==> config.mk <==
export PLATFORM = sky130hd
export DESIGN_NAME = twos_to_signmag_serial
export DESIGN_NICKNAME = d
export VERILOG_FILES = /design/src/rtl/twos_to_signmag_serial.sv
export SDC_FILE = /design/constraint.sdc
export NUM_CORES = 1
export LEC_CHECK = 0
export CORE_MARGIN = 2
export CORE_UTILIZATION = 40
export CTS_BUF_LIST = sky130_fd_sc_hd__clkbuf_8
export DETAILED_ROUTE_END_ITERATION = 10
export PLACE_DENSITY_LB_ADDON = 0.05
export REMOVE_ABC_BUFFERS = 1
export SYNTH_ARGS = -nofsm -noshare
export SYNTH_HDL_FRONTEND = slang
export SYNTH_SLANG_ARGS = --single-unit
==> constraint.sdc <==
create_clock -name clk -period 1.75 [get_ports clk]
set_input_delay 0.4375 -clock clk [delete_from_list [all_inputs] [get_ports clk]]
set_output_delay 0.4375 -clock clk [all_outputs]
set_load 0.05 [all_outputs]
==> src/rtl/twos_to_signmag_serial.sv <==
// Bit-serial two's-complement to sign-magnitude decoder, LSB first, one bit per clock.
// Start-to-done is W+1 cycles and one word per W+2 cycles; start is ignored while busy.
module twos_to_signmag_serial #(
  parameter int W = 8
) (
  input  logic         clk,
  input  logic         rst_n,
  input  logic         start,
  input  logic [W-1:0] din,
  output logic         busy,
  output logic         done,
  output logic         sign,
  output logic [W-1:0] mag
);

  localparam int             CW   = $clog2(W);
  localparam logic [CW-1:0] LAST = CW'(W - 1);

  typedef enum logic [1:0] {
    S_IDLE,
    S_SHIFT,
    S_DONE
  } state_t;

  state_t         r_state;
  logic [W-1:0]   r_sh;
  logic           r_sgn;
  logic           r_seen;
  logic [CW-1:0]  r_cnt;
  logic           r_busy;
  logic           r_done;
  logic           r_sign;
  logic [W-1:0]   r_mag;

  logic           w_b;
  logic           w_ob;
  logic [W-1:0]   w_next;

  // Operand bits leave at the bottom while result bits enter at the top, so one
  // register serves as both shifter and result; after W shifts it holds |din|.
  assign w_b    = r_sh[0];
  assign w_ob   = (r_sgn && r_seen) ? ~w_b : w_b;
  assign w_next = {w_ob, r_sh[W-1:1]};

  always_ff @(posedge clk or negedge rst_n) begin
    if (!rst_n) begin
      r_state <= S_IDLE;
      r_sh    <= '0;
      r_sgn   <= 1'b0;
      r_seen  <= 1'b0;
      r_cnt   <= '0;
      r_busy  <= 1'b0;
      r_done  <= 1'b0;
      r_sign  <= 1'b0;
      r_mag   <= '0;
    end else begin
      case (r_state)
        S_IDLE: begin
          if (start) begin
            r_sh    <= din;
            r_sgn   <= din[W-1];
            r_seen  <= 1'b0;
            r_cnt   <= '0;
            r_busy  <= 1'b1;
            r_state <= S_SHIFT;
          end
        end
        S_SHIFT: begin
          r_sh   <= w_next;
          r_seen <= r_seen | w_b;
          r_cnt  <= r_cnt + CW'(1);
          if (r_cnt == LAST) begin
            r_mag   <= w_next;
            r_sign  <= r_sgn;
            r_done  <= 1'b1;
            r_state <= S_DONE;
          end
        end
        S_DONE: begin
          r_done  <= 1'b0;
          r_busy  <= 1'b0;
          r_state <= S_IDLE;
        end
        default: begin
          r_done  <= 1'b0;
          r_busy  <= 1'b0;
          r_state <= S_IDLE;
        end
      endcase
    end
  end

  assign busy = r_busy;
  assign done = r_done;
  assign sign = r_sign;
  assign mag  = r_mag;

endmodule

; After elaboration in Yosys (flattened, before gate mapping)
; Cells that the tools add are included.
[op_classes]
add_sub_neg = 1
muxes = 14
eq_ne = 4
bitwise = 4
reduce_logical = 9
[op_table]
columns = operator, n
row1 = case mux 8 bit (2 select lines), 1
row2 = AND reduction 2 bit, 6
row3 = two-way mux 8 bit, 1
row4 = case mux 1 bit (2 select lines), 3
row5 = case mux 3 bit (2 select lines), 1
row6 = two-way mux 1 bit, 4
row7 = two-way mux 2 bit, 2
row8 = inequality test 2 bit (second input constant), 2
row9 = case mux 2 bit (2 select lines), 1
row10 = adder 3 x 1 -> 3 bit (second input constant), 1
row11 = == test 3 bit (second input constant), 1
row12 = two-way mux 3 bit, 1
row13 = inverter 1 bit, 3
row14 = == test 2 x 1 -> 1 bit (second input constant), 1
row15 = logical NOT 2 bit, 1
row16 = nonzero test 2 bit, 1
row17 = logical AND 1 bit, 1
row18 = bitwise OR 1 bit, 1
[totals]
reg_bits = 26

; Longest topological paths before layout
; Gate-level depths: netlist of the first run.
[depth]
word_depth = 3
ltp_mapped = 6

; Worst setup path before layout of the first run
; Ideal clock, no wire load.
[synth_timing]
kind = register to register
from = register r_cnt[0]
to = register r_mag[1] (netlist: mag[1])
setup_slack_ns = 0.326
path_stages_with_launch = 6
arrival_time_ns = 1.299
t_required_ns = 1.625
setup_ns = 0.125
path_buffers = 1
cell_sequence = dfrtp_1 ha_1 ha_1 nand3b_4 buf_6 mux2_4
[synth_between]
elab_chain_len = 2
[synth_lines]
columns = item, line
row1 = "start, declared", 29  ; logic [CW-1:0] r_cnt;
row2 = "start signal, assigned", 71  ; r_cnt <= r_cnt + CW'(1);
row3 = == test 3 bit, 72  ; if (r_cnt == LAST) begin
row4 = AND reduction 2 bit (no line), n/a
row5 = "end signal, assigned", 73  ; r_mag <= w_next;
row6 = "end, declared", 33  ; logic [W-1:0] r_mag;
; Every way passes these cells.
; A chain may end at the register's enable or synchronous reset.

; Worst setup path in the final report of the first run
[layout_timing]
from = register r_cnt[0]
to = register r_sign (netlist: sign)
[layout_between]
elab_chain_len = 2
[layout_lines]
columns = item, line
row1 = == test 3 bit, 72
row2 = AND reduction 2 bit (no line), n/a
row3 = "end signal, assigned", 74  ; r_sign <= r_sgn;
row4 = "end, declared", 32  ; logic r_sign;
; Every way passes these cells.

==> results.tsv, run 1 <==
stage	metric	value	unit
timing	final period demand of the worst path	1.52	ns
timing	final-report max-slew violation count	0	
grt	met3 layer usage reported by global route	0.0469	
synth	top_reg_cell synth	sky130_fd_sc_hd__dfrtp_1	
placed_design	GPL Wtd Cong	0.752	
layout	fin cells	151	
clock_network	worst skew pair latency	0.27	ns
detailed_routing	total routed wirelength	2.07	mm
synth	Syn Std Cell Area	1160	um2
synth	portion of synthesized cell area occupied by the leading cell type	0.559	
placed_design	placed wire-length estimate after detailed placement	1.47	mm
detailed_routing	iteration-0 DRC count of the detailed router	26	
min_path	worst hold-check path type	flip-flop to flip-flop	
detailed_routing	remaining routing DRC violations	0	
clock_network	hold bufs inserted after CTS	0	
floorplanning	width of the chip	57.9	um
synth	number of warnings reported in the yosys synthesis log	0	
critical_path	Worst Path Max Fanout	12	
clock_network	setup repair bufs after CTS	0	
synth	Yosys top cell by area	sky130_fd_sc_hd__dfrtp_1	
timing	Worst-Margin Slew	0.427	ns
clock_network	TritonCTS clock tree	done	
job	number of maximum-capacitance constraint violations	0	
grt	first-pass GRT wire length	3.68	mm
detailed_routing	first-pass iteration count of the detailed router	4	
detailed_routing	remaining number of nets flagged by the antenna check after routing	0	
timing	period utilization	0.869	
synth	average footprint of a synthesized cell	12.1	um2
grt	maximum number of pins on one net before global-route repair	27	
power_and_ir_drop	power density over cell area	1900	nW/um2
clock_network	Max Root-Sink Buffers	2	
clock_network	CTS H-Tree Depth	1	
clock_network	clock edge transition at the registers on the reported setup and hold paths	0.08	ns
floorplanning	area inside the core boundary	2760	um2
placed_design	IO Port Bufs	21	
layout	layout cell share with drive strength beyond 1	0.250	
synth	post-synthesis sequential element count	26	
detailed_routing	Vias/cell	5.21	
floorplanning	overall die area	3360	um2
grt	vias in the first global route	780	
floorplanning	Starting Density	0.422	
clock_network	Resized Gates After CTS	0	
critical_path	crit path capture type	flip-flop	
critical_path	required time of the critical path	1.91	ns
timing	final hold violation count	0	
synth	synth cell count leaders	sky130_fd_sc_hd__dfrtp_1 (26), sky130_fd_sc_hd__o21ai_0 (13), sky130_fd_sc_hd__nand2_1 (8), sky130_fd_sc_hd__a22oi_1 (6), sky130_fd_sc_hd__mux2_4 (6)	
timing	maximum operating frequency	657	MHz
timing	clock tree skew after final layout	0.00414	ns
grt	grt ovf	0	
detailed_routing	routed vias	786	
clock_network	Root Buffer Master	sky130_fd_sc_hd__clkbuf_8	
synth	synthesized netlist cell count	96	
critical_path	type of origin of the critical path	flip-flop	
grt	global routing met1 resource utilization	0.203	
grt	all-layer global routing usage	0.145	
timing	RSZ-0062 raised after global routing	no	
layout	Post-layout nets	134	
grt	Top Usage Layer GRT	met2	
grt	met2 layer usage reported by global route	0.219	
critical_path	Crit Path Class	flip-flop to flip-flop	
synth	count of flip-flops with a built-in enable after synthesis	0	
critical_path	endpoint arrival time on the critical path	1.68	ns
timing	aggregate negative setup slack	0	ns
layout	number of antenna cells inserted	0	
synth	proportion of register bits with asynchronous set or reset after synthesis	1.00	
floorplanning	chip height	57.9	um
synth	most frequent cell after synthesis	sky130_fd_sc_hd__dfrtp_1	
run_status	status	finished, final reports clean	
power_and_ir_drop	standby leakage power	0.695	nW
clock_network	total CTS buffers	3	
timing	headroom to the max-slew limit	0.715	
synth	top cells by area, synth	sky130_fd_sc_hd__dfrtp_1 (56%), sky130_fd_sc_hd__mux2_4 (7.7%), sky130_fd_sc_hd__o21ai_0 (5.6%), sky130_fd_sc_hd__a22oi_1 (3.9%), sky130_fd_sc_hd__mux2_2 (2.9%)	
placed_design	number of cells in the design after placement	147	
grt	initial antenna violation count	0	
synth	sequential fraction of the synthesis area	0.559	
power_and_ir_drop	Worst VDD drop	1.27	mV
timing	final setup violation count	0	
clock_network	CTS Sinks	26	
detailed_routing	average wire per standard cell	13.7	um
floorplanning	count of boundary I/O pins	22	
layout	area grow syn2layout	22.8	%
floorplanning	Placement Rows	19	
synth	count of cell types in the netlist	23	
-- state kept, by name (all words and copies together) (netlist names) --
name,flops
busy,1
mag,8
done,1
r_state,2
r_sgn,1
r_seen,1
r_cnt,3
sign,1
r_sh,8
-- layer usage --
layer | vias up | wire length [um]
li1 | 384 | -
met1 | 381 | 953
met2 | 17 | 988
met3 | 4 | 106
met4 | 0 | 25
met5 | - | 0
-- critical path: stages (launching register included) --
cell and delay, ns:
sky130_fd_sc_hd__dfrtp_1 0.41, sky130_fd_sc_hd__ha_1 0.20, sky130_fd_sc_hd__ha_1 0.23, sky130_fd_sc_hd__nand3b_4 0.21, sky130_fd_sc_hd__mux2_2 0.36
-- placed cells by master, fill, tap and decap left out --
cell,n
sky130_fd_sc_hd__nand3b_4,1
sky130_fd_sc_hd__nor3b_1,2
sky130_fd_sc_hd__mux2_2,3
sky130_fd_sc_hd__dfrtp_1,26
sky130_fd_sc_hd__nand2b_1,1
sky130_fd_sc_hd__clkbuf_8,4
sky130_fd_sc_hd__nand2_1,8
sky130_fd_sc_hd__buf_4,15
sky130_fd_sc_hd__o21bai_2,1
sky130_fd_sc_hd__nor2b_1,4
sky130_fd_sc_hd__a221oi_1,1
sky130_fd_sc_hd__clkdlybuf4s50_1,10
sky130_fd_sc_hd__a22oi_1,6
sky130_fd_sc_hd__and3b_1,1
sky130_fd_sc_hd__ha_1,2
sky130_fd_sc_hd__inv_1,4
sky130_fd_sc_hd__nor2_1,3
sky130_fd_sc_hd__mux2_4,6
sky130_fd_sc_hd__a22o_1,2
sky130_fd_sc_hd__and2b_1,2
sky130_fd_sc_hd__xor2_1,1
sky130_fd_sc_hd__a21oi_1,4
sky130_fd_sc_hd__o21ai_0,13
-- final timing paths --
check                          from         end  slack (ns)  cells past startpoint
setup / recovery           r_cnt[0]        sign        0.23                      4
hold / removal               mag[7]      mag[7]        0.51                      2
setup reg to reg           r_cnt[0]        sign        0.23                      4
hold reg to reg              mag[7]      mag[7]        0.51                      2
max in group asynchronous     rst_n  r_state[0]        0.98                      2
min in group asynchronous     rst_n        done        0.52                      2
-- logic make-up after synthesis --
logic type               Yosys count  synth area share
buffers and inverters              9            0.0484
flip-flops                        26             0.559
adder cells (fa/ha/maj)            2            0.0215
XOR/XNOR                           1           0.00753
AND/OR/NAND/NOR                   22             0.113
AO/OA/AOI/OAI                     27             0.144
multiplexers                       9             0.106
-- report_power, final --
| group | total, mW | internal, mW | switching, mW |
|---|---|---|---|
| Combinational | 1.25 | 0.520 | 0.727 |
| Sequential | 1.09 | 0.876 | 0.215 |
| Clock | 0.381 | 0.201 | 0.180 |
-- area by class of cell --
type / instances / area (um2)
Clock buffer: 4 / 55.1
Fill cell: 256 / 1330
Timing Repair Buffer: 25 / 213
Tap cell: 31 / 38.8
Inverter: 4 / 15.0
Sequential cell: 26 / 651
Multi-Input combinational cell: 61 / 457
-- per-stage QoR --
step	worst slack, ns	util	cell area [um2]	hold slack (ns)	power, mW
finish	0.229	0.518	1430	0.508	2.72
floorplan	0.343	-	1120	0.142	1.97
global placement	0.112	0.498	1370	0.479	2.34
global route	0.169	0.518	1430	0.540	2.92
CTS	0.215	0.518	1430	0.517	2.75
detailed placement	0.0841	0.498	1370	0.498	2.36
(Power assumes the default switching activity.)
==> run 2, diff against run 1 <==
--- a/config.mk
+++ b/config.mk
@@ -9,7 +9,6 @@
 export CORE_UTILIZATION = 40
 export CTS_BUF_LIST = sky130_fd_sc_hd__clkbuf_8
 export DETAILED_ROUTE_END_ITERATION = 10
-export PLACE_DENSITY_LB_ADDON = 0.05
 export REMOVE_ABC_BUFFERS = 1
 export SYNTH_ARGS = -nofsm -noshare
 export SYNTH_HDL_FRONTEND = slang
==> results.tsv, run 2 (synthesis gave the netlist of run 1 again) <==
stage	metric	value	unit
layout	area grow syn2layout	22.2	%
grt	grt ovf	0	
critical_path	endpoint arrival time on the critical path	1.67	ns
detailed_routing	iteration-0 DRC count of the detailed router	10	
layout	combined flip-flop and latch cell area	651	um2
critical_path	Top delay family on crit path	adder cells	
min_path	worst hold-check path type	flip-flop to flip-flop	
clock_network	Root Buffer Master	sky130_fd_sc_hd__clkbuf_8	
power_and_ir_drop	power density over cell area	1910	nW/um2
floorplanning	width of the chip	57.9	um
critical_path	most used cell, CP	sky130_fd_sc_hd__ha_1	
job	number of maximum-capacitance constraint violations	0	
layout	commonest cells after routing, fill and taps aside	sky130_fd_sc_hd__dfrtp_1 (26), sky130_fd_sc_hd__buf_4 (14), sky130_fd_sc_hd__o21ai_0 (13)	
clock_network	worst skew pair latency	0.27	ns
clock_network	setup repair bufs after CTS	0	
grt	first-pass GRT wire length	3.53	mm
critical_path	longest individual stage delay on the worst path	0.40	ns
floorplanning	Starting Density	0.422	
power_and_ir_drop	Total Power	2.71	mW
clock_network	hold bufs inserted after CTS	0	
floorplanning	area inside the core boundary	2760	um2
timing	clock tree skew after final layout	0.00359	ns
timing	final-report max-slew violation count	0	
critical_path	worst path bufs/invs	0	
critical_path	Worst Path Max Fanout	12	
detailed_routing	remaining number of nets flagged by the antenna check after routing	0	
critical_path	Crit Path Class	flip-flop to flip-flop	
clock_network	Resized Gates After CTS	0	
timing	maximum operating frequency	662	MHz
clock_network	Max Root-Sink Buffers	2	
timing	final period demand of the worst path	1.51	ns
timing	RSZ-0062 raised after global routing	no	
detailed_routing	first-pass iteration count of the detailed router	2	
placed_design	placed wire-length estimate after detailed placement	1.49	mm
detailed_routing	total routed wirelength	2.08	mm
critical_path	type of origin of the critical path	flip-flop	
clock_network	clock edge transition at the registers on the reported setup and hold paths	0.08	ns
placed_design	IO Port Bufs	21	
placed_design	GPL Wtd Cong	0.683	
grt	initial antenna violation count	0	
timing	period utilization	0.863	
run_status	status	finished, final reports clean	
grt	maximum number of pins on one net before global-route repair	27	
critical_path	crit path capture type	flip-flop	
floorplanning	chip height	57.9	um
power_and_ir_drop	Worst VDD drop	1.05	mV
timing	headroom to the max-slew limit	0.635	
critical_path	standard cell with the maximum stage delay on the critical path	sky130_fd_sc_hd__dfrtp_1	
grt	all-layer global routing usage	0.137	
detailed_routing	remaining routing DRC violations	0	
detailed_routing	average wire per standard cell	13.9	um
layout	number of antenna cells inserted	0	
clock_network	TritonCTS clock tree	done	
timing	aggregate negative setup slack	0	ns
floorplanning	overall die area	3360	um2
floorplanning	Placement Rows	19	
timing	final hold violation count	0	
floorplanning	count of boundary I/O pins	22	
layout	layout cell share with drive strength beyond 1	0.244	
power_and_ir_drop	standby leakage power	0.691	nW
clock_network	CTS Sinks	26	
timing	final setup violation count	0	
detailed_routing	routed vias	776	
clock_network	CTS H-Tree Depth	1	
timing	Worst-Margin Slew	0.547	ns
detailed_routing	Vias/cell	5.17	
critical_path	required time of the critical path	1.91	ns
layout	Post-layout nets	133	
critical_path	CP Cell Sequence	ha_1 -> ha_1 -> nand3b_4 -> mux2_2	
layout	count of fill cells added during filler insertion	251	
grt	vias in the first global route	769	
layout	area of the multi-input gates	457	um2
clock_network	total CTS buffers	3	
layout	leading cell type in the layout, fill and taps excluded	sky130_fd_sc_hd__dfrtp_1	
run 2: path summary, 6_finish.rpt:
path	start	cells after the start	end	slack [ns]
setup / recovery	r_cnt[0]	4	sign	0.24
hold / removal	mag[7]	2	mag[7]	0.50
setup reg to reg	r_cnt[0]	4	sign	0.24
hold reg to reg	mag[7]	2	mag[7]	0.50
max in group asynchronous	rst_n	2	mag[6]	0.98
min in group asynchronous	rst_n	2	r_sh[1]	0.52
run 2: layer usage:
layer  share of wire  wire length [um]  vias up  GRT usage
met2            0.46               963       12      0.208
met1            0.49              1030      378      0.200
met4           0.013                27        0     0.0498
met3           0.030                63        3     0.0201
li1                -                 -      383          -
met5               0                 0        -          0
run 2: layout make-up:
class                      instances  area share
multi-input combinational         61       0.321
tap                               31      0.0273
sequential                        26       0.458
clock buffer                       4      0.0387
inverter                           4      0.0106
timing repair buffer              24       0.144
run 2: worst register-to-register path, delay by kind of cell, from the launching register on:
family | cells | cell delay [ns]
and+or+nand+nor | 1 | 0.21
DFF | 1 | 0.40
adders and majority gates | 2 | 0.42
muxes | 1 | 0.36
run 2: through the flow:
step,hold slack (ns),worst slack (ns),instances,cell area (um2),utilization
2_1_floorplan,0.142,0.343,91,1120,-
3_3_place_gp,0.471,0.107,146,1370,0.495
3_5_place_dp,0.485,0.0909,146,1370,0.495
4_1_cts,0.507,0.215,150,1420,0.515
5_1_grt,0.526,0.175,150,1420,0.515
6_report,0.502,0.240,150,1420,0.515
run 2: power by group:
part           internal (mW)  switching, mW
clock                  0.201          0.187
sequential             0.875          0.231
combinational          0.507          0.710
total                   1.58           1.13
